File: src/rtl/div_pkg.sv
// ---------------------------------------------------------------------------
// div_pkg
// Shared definitions for the restoring divider: default operand width,
// iteration-counter sizing and the controller state encoding.
// No ports.
// ---------------------------------------------------------------------------
package div_pkg;

    localparam int DIV_WIDTH = 32;

    // One extra bit so the counter can reach WIDTH without wrapping.
    function automatic int cnt_width(input int width);
        return $clog2(width) + 1;
    endfunction

    localparam int DIV_CNT_W = cnt_width(DIV_WIDTH);

    typedef enum logic [1:0] {
        IDLE = 2'd0,
        RUN  = 2'd1,
        DONE = 2'd2
    } div_state_t;

endpackage

File: src/rtl/addsub_n.sv
// ---------------------------------------------------------------------------
// addsub_n
// Combinational N-bit adder/subtractor.
//   a, b : operands
//   sub  : 1 -> y = a - b, 0 -> y = a + b (modulo 2**N)
//   y    : result
// ---------------------------------------------------------------------------
module addsub_n #(
    parameter int N = 33
) (
    input  logic [N-1:0] a,
    input  logic [N-1:0] b,
    input  logic         sub,
    output logic [N-1:0] y
);

    // Subtraction as a + ~b + 1 so a single adder serves both operations.
    assign y = a + (b ^ {N{sub}}) + N'(sub);

endmodule

File: src/rtl/div_restore_32.sv
// ---------------------------------------------------------------------------
// div_restore_32
// Unsigned restoring divider, one quotient bit per clock.
//   clk         : clock, rising edge
//   rst_n       : asynchronous active-low reset
//   start       : begin a division (accepted in IDLE or DONE)
//   dividend    : numerator, sampled on the accepting edge
//   divisor     : denominator, sampled on the accepting edge
//   busy        : high while iterating
//   done        : one-cycle pulse, results valid
//   quotient    : result, held until the next accepted start
//   remainder   : result, held until the next accepted start
//   div_by_zero : set when the divisor was zero (quotient all-ones,
//                 remainder = dividend)
// ---------------------------------------------------------------------------
module div_restore_32
    import div_pkg::*;
#(
    parameter int WIDTH = DIV_WIDTH
) (
    input  logic             clk,
    input  logic             rst_n,
    input  logic             start,
    input  logic [WIDTH-1:0] dividend,
    input  logic [WIDTH-1:0] divisor,
    output logic             busy,
    output logic             done,
    output logic [WIDTH-1:0] quotient,
    output logic [WIDTH-1:0] remainder,
    output logic             div_by_zero
);

    localparam int               CNT_W = cnt_width(WIDTH);
    localparam logic [CNT_W-1:0] LAST  = CNT_W'(WIDTH - 1);

    div_state_t       state, state_n;
    logic [WIDTH-1:0] dvsr;
    logic [WIDTH-1:0] rem_r;
    logic [WIDTH-1:0] q_r;
    logic [CNT_W-1:0] cnt;

    logic [WIDTH:0]   shifted;
    logic [WIDTH:0]   trial;
    logic [WIDTH-1:0] rem_next;
    logic [WIDTH-1:0] q_next;

    logic accept;
    logic step;
    logic finish;
    logic zero_div;

    assign zero_div = (divisor == '0);

    // Partial remainder shifted left, taking in the next dividend bit.
    assign shifted = {rem_r, q_r[WIDTH-1]};

    addsub_n #(
        .N (WIDTH + 1)
    ) u_trial (
        .a   (shifted),
        .b   ({1'b0, dvsr}),
        .sub (1'b1),
        .y   (trial)
    );

    // A negative trial means shifted < divisor, so shifted fits in WIDTH bits.
    assign rem_next = trial[WIDTH] ? shifted[WIDTH-1:0] : trial[WIDTH-1:0];
    assign q_next   = {q_r[WIDTH-2:0], ~trial[WIDTH]};

    assign busy = (state == RUN);
    assign done = (state == DONE);

    always_ff @(posedge clk or negedge rst_n) begin
        if (!rst_n) begin
            state <= IDLE;
        end else begin
            state <= state_n;
        end
    end

    always_comb begin
        state_n = state;
        accept  = 1'b0;
        step    = 1'b0;
        finish  = 1'b0;
        case (state)
            IDLE, DONE: begin
                if (start) begin
                    accept  = 1'b1;
                    state_n = zero_div ? DONE : RUN;
                end else begin
                    state_n = IDLE;
                end
            end
            RUN: begin
                step = 1'b1;
                if (cnt == LAST) begin
                    finish  = 1'b1;
                    state_n = DONE;
                end
            end
            default: state_n = IDLE;
        endcase
    end

    always_ff @(posedge clk or negedge rst_n) begin
        if (!rst_n) begin
            dvsr        <= '0;
            rem_r       <= '0;
            q_r         <= '0;
            cnt         <= '0;
            quotient    <= '0;
            remainder   <= '0;
            div_by_zero <= 1'b0;
        end else if (accept) begin
            dvsr        <= divisor;
            rem_r       <= '0;
            q_r         <= dividend;
            cnt         <= '0;
            div_by_zero <= 1'b0;
            // Zero divisor bypasses iteration; results are final immediately.
            if (zero_div) begin
                quotient    <= '1;
                remainder   <= dividend;
                div_by_zero <= 1'b1;
            end
        end else if (step) begin
            rem_r <= rem_next;
            q_r   <= q_next;
            cnt   <= cnt + 1'b1;
            if (finish) begin
                quotient  <= q_next;
                remainder <= rem_next;
            end
        end
    end

endmodule
File: config.mk
export PLATFORM = sky130hd
export DESIGN_NAME = div_restore_32
export DESIGN_NICKNAME = d
export VERILOG_FILES = /design/src/rtl/div_pkg.sv /design/src/rtl/addsub_n.sv /design/src/rtl/div_restore_32.sv
export SDC_FILE = /design/constraint.sdc
export NUM_CORES = 1
export LEC_CHECK = 0
export BUFFER_PORTS_ARGS = -buffer_cell sky130_fd_sc_hd__buf_2
export CORE_UTILIZATION = 60
export CTS_BUF_LIST = sky130_fd_sc_hd__clkbuf_8 sky130_fd_sc_hd__clkbuf_16
export CTS_CLUSTER_DIAMETER = 50
export CTS_CLUSTER_SIZE = 12
export DETAILED_ROUTE_END_ITERATION = 6
export PLACE_DENSITY = 0.82
export SYNTH_ARGS = -nofsm -noshare
export SYNTH_HDL_FRONTEND = slang
export SYNTH_SLANG_ARGS = --single-unit
File: constraint.sdc
create_clock -name clk -period 6.9 [get_ports clk]
set_clock_uncertainty 0.2 [all_clocks]
set_input_delay 1.035 -clock clk [delete_from_list [all_inputs] [get_ports clk]]
set_output_delay 1.035 -clock clk [all_outputs]
set_load 0.02 [all_outputs]
==> impl_metrics.toml <==
[global_route]
antenna_found_initial = 0
grt_pass1_vias = 8047
grt_use_met2_pct = 55.18
met1_usage_pct = 44.04
grt_busiest_layer = "met2"
grt_max_degree = 100
grt_pass1_wl_um = 41770
overflow = 0
grt_usage_pct = 33.80
met3_usage_pct = 5.140

[place]
pre_cts_slack_ns = 2.784
gp_congestion = 0.8949
io_buffers = 133
hpwlAfterDp_um = 17510
dpl-instance-area_um2 = 9936

[worst_setup_path]
start_kind = "flip-flop"
crit_required_ns = 7.03
critPathMaxFanout = 18
regToRegSetupSlack_ns = 2.81
criticalPathCategory = "flip-flop to flip-flop"
end_kind = "flip-flop"
cp.arrival_ns = 4.22

[route]
routed_via_density = 6.379
drtIter0Drc = 830
num_vias = 8426
ant_nets = 0
remaining_drc_errors = 0
wl_um = 25520
wl_per_cell_um = 19.32
first_pass_iters = 7

[die]
dieArea_um2 = 15870
start_util_pct = 62.53
core_um2 = 14750
rows = 44
die_y_um = 126.0
io_pins = 134
die_width_um = 126.0

[sta]
hold_viol = 0
rsz0062_at_grt = "no"
setup_violations = 0
max_slew_margin_pct = 27.79
worst_pin_slew_ns = 1.083
slew_violations = 0
worst_slack_ns = 2.814
min_period_ns = 4.086
fmax_ghz = 0.2447
fin_crit_sh_pct = 59.22
setup_tns_ns = 0

[synth]
yosys.area.top_type_share_pct = 45.84
synth_area_um2 = 9225
syn_inst = 1029
ys_warn_count = 0
synth_seq_area_share_pct = 45.84
synth_top_cell_by_area = "dfrtp_1"
async_flop_share_pct = 100.0
synth-edff-count = 0
synth_nets = 1130
synthDistinctLibCells = 63
synthFlopType = "dfrtp_1"
synthTopCellsByArea = "dfrtp_1 46%, o21ai_0 6.8%, nand2_1 6.5%"
avgSynthCellArea_um2 = 8.965
ys_ff_latch = 169

[clocking]
clockBufferDepth = 2
cts_setup_buffers = 0
cts_root_buffer = "clkbuf_16"
cts_sinks = 169
cts_hold_buf = 0
clkSlewWorstSetupHoldPaths_ns = 0.07
clock_latency_ns = 0.43
cts_tree = "done"
numCtsBuffers = 17
postCtsResizedCells = 0
htreeDepth = 4

[min_path]
hold_path.class = "flip-flop to flip-flop"

[finish]
antennaDiodeCount = 0
fin_util_pct = 71.45
design_area_um2 = 10540
layout.area.seq_um2 = 4229
area_growth_pct = 14.27
multi_input_area_um2 = 4583
fin_nets = 1225
fillers = 1141
drive_gt1_share_pct = 16.80

[run_status]
status = "completed"

[job]
maxCapViolations = 0
-- final timing paths --
kind,start,to,cells after the start
worst max-delay path,q_r[31],remainder[24],12
worst min-delay path,quotient[13],quotient[13],1
worst max register to register,q_r[31],remainder[24],12
worst min register to register,quotient[13],quotient[13],1
max in group asynchronous,rst_n,rem_r[31],2
min in group asynchronous,rst_n,dvsr[5],1
-- placed cells by master (no fill, tap or decap), types with 4 or more instances in the layout --
cell,netlist,routed
dfrtp_1,169,169
nand3_1,9,9
a22oi_1,33,33
and2_1,4,4
xnor2_1,18,18
o2bb2ai_1,7,7
inv_1,39,38
buf_2,8,132
mux2i_1,14,14
clkbuf_16,0,17
xor2_1,13,13
a21oi_1,86,85
a31oi_1,6,6
a211oi_1,6,6
o21ai_0,126,126
a21o_1,11,11
nor2b_1,11,10
o211ai_1,4,4
buf_4,0,9
nor2_1,46,45
inv_8,0,7
nor3_1,20,20
nand2b_1,9,8
a211o_1,4,4
ha_1,33,33
o21a_1,8,8
or3_1,20,20
nor4_1,8,8
a221oi_1,14,14
nand4_1,12,12
nand2_1,159,159
o22a_1,31,31
-- cells by family (layout without fill, tap and decap cells) --
group	Yosys count	in the layout	share of synthesized area [%]
buf+inv	107	215	4.652
xor+xnor	31	31	2.943
simple gates	305	305	14.82
compound gates	366	366	25.12
flops	169	169	45.84
mux	17	17	1.926
fa+ha+maj	34	34	4.693
-- Yosys cell counts (all sizes together), types with 18 or more instances --
library cell and n:
dfrtp 169, inv 40, o22a 31, or3 20, o21ai 131, nor3 20, clkbuf 51, a21oi 87
ha 33, nor2 46, xnor2 18, a22oi 33, nand2 159
-- worst max-delay path, stage by stage (launching register included) --
cell and delay, ns:
dfrtp_1 0.33, inv_1 0.08, ha_1 0.21, fa_1 0.40, nand2b_1 0.18, a21oi_1 0.31
o21ai_2 0.17, a21o_1 0.22, a2111oi_2 0.40, or3_1 0.84, mux2i_1 0.36, a21oi_1 0.11
a21o_1 0.18
-- metal layers --
metal	wire length (µm)	part of all wire (%)
met1	10710	42
met4	1130	4.4
met3	1351	5.3
met2	12330	48
met5	0	0
-- cell type report --
class | count | share of cell area (%)
Clock buffer | 17 | 4.036
Clock inverter | 15 | 1.709
Inverter | 41 | 1.460
Multi-Input combinational cell | 753 | 43.48
Sequential cell | 169 | 40.12
Tap cell | 184 | 2.184
Timing Repair Buffer | 142 | 7.015
-- registers in the layout, indices dropped and copies added (netlist names) --
register,flops
cnt,6
div_by_zero,1
dvsr,32
q_r,32
quotient,32
rem_r,32
remainder,32
state,2
-- stage by stage --
| step | cells | hold slack, ns |
|---|---|---|
| global placement | 1289 | 0.2597 |
| finish | 1321 | 0.2857 |
| global route | 1321 | 0.2986 |
| detailed placement | 1289 | 0.2667 |
| floorplan | 1029 | 0.2523 |
| CTS | 1321 | 0.2880 |
Power is not shown: default switching activity piles up to over one toggle a cycle in this logic, so the estimate is an artifact.
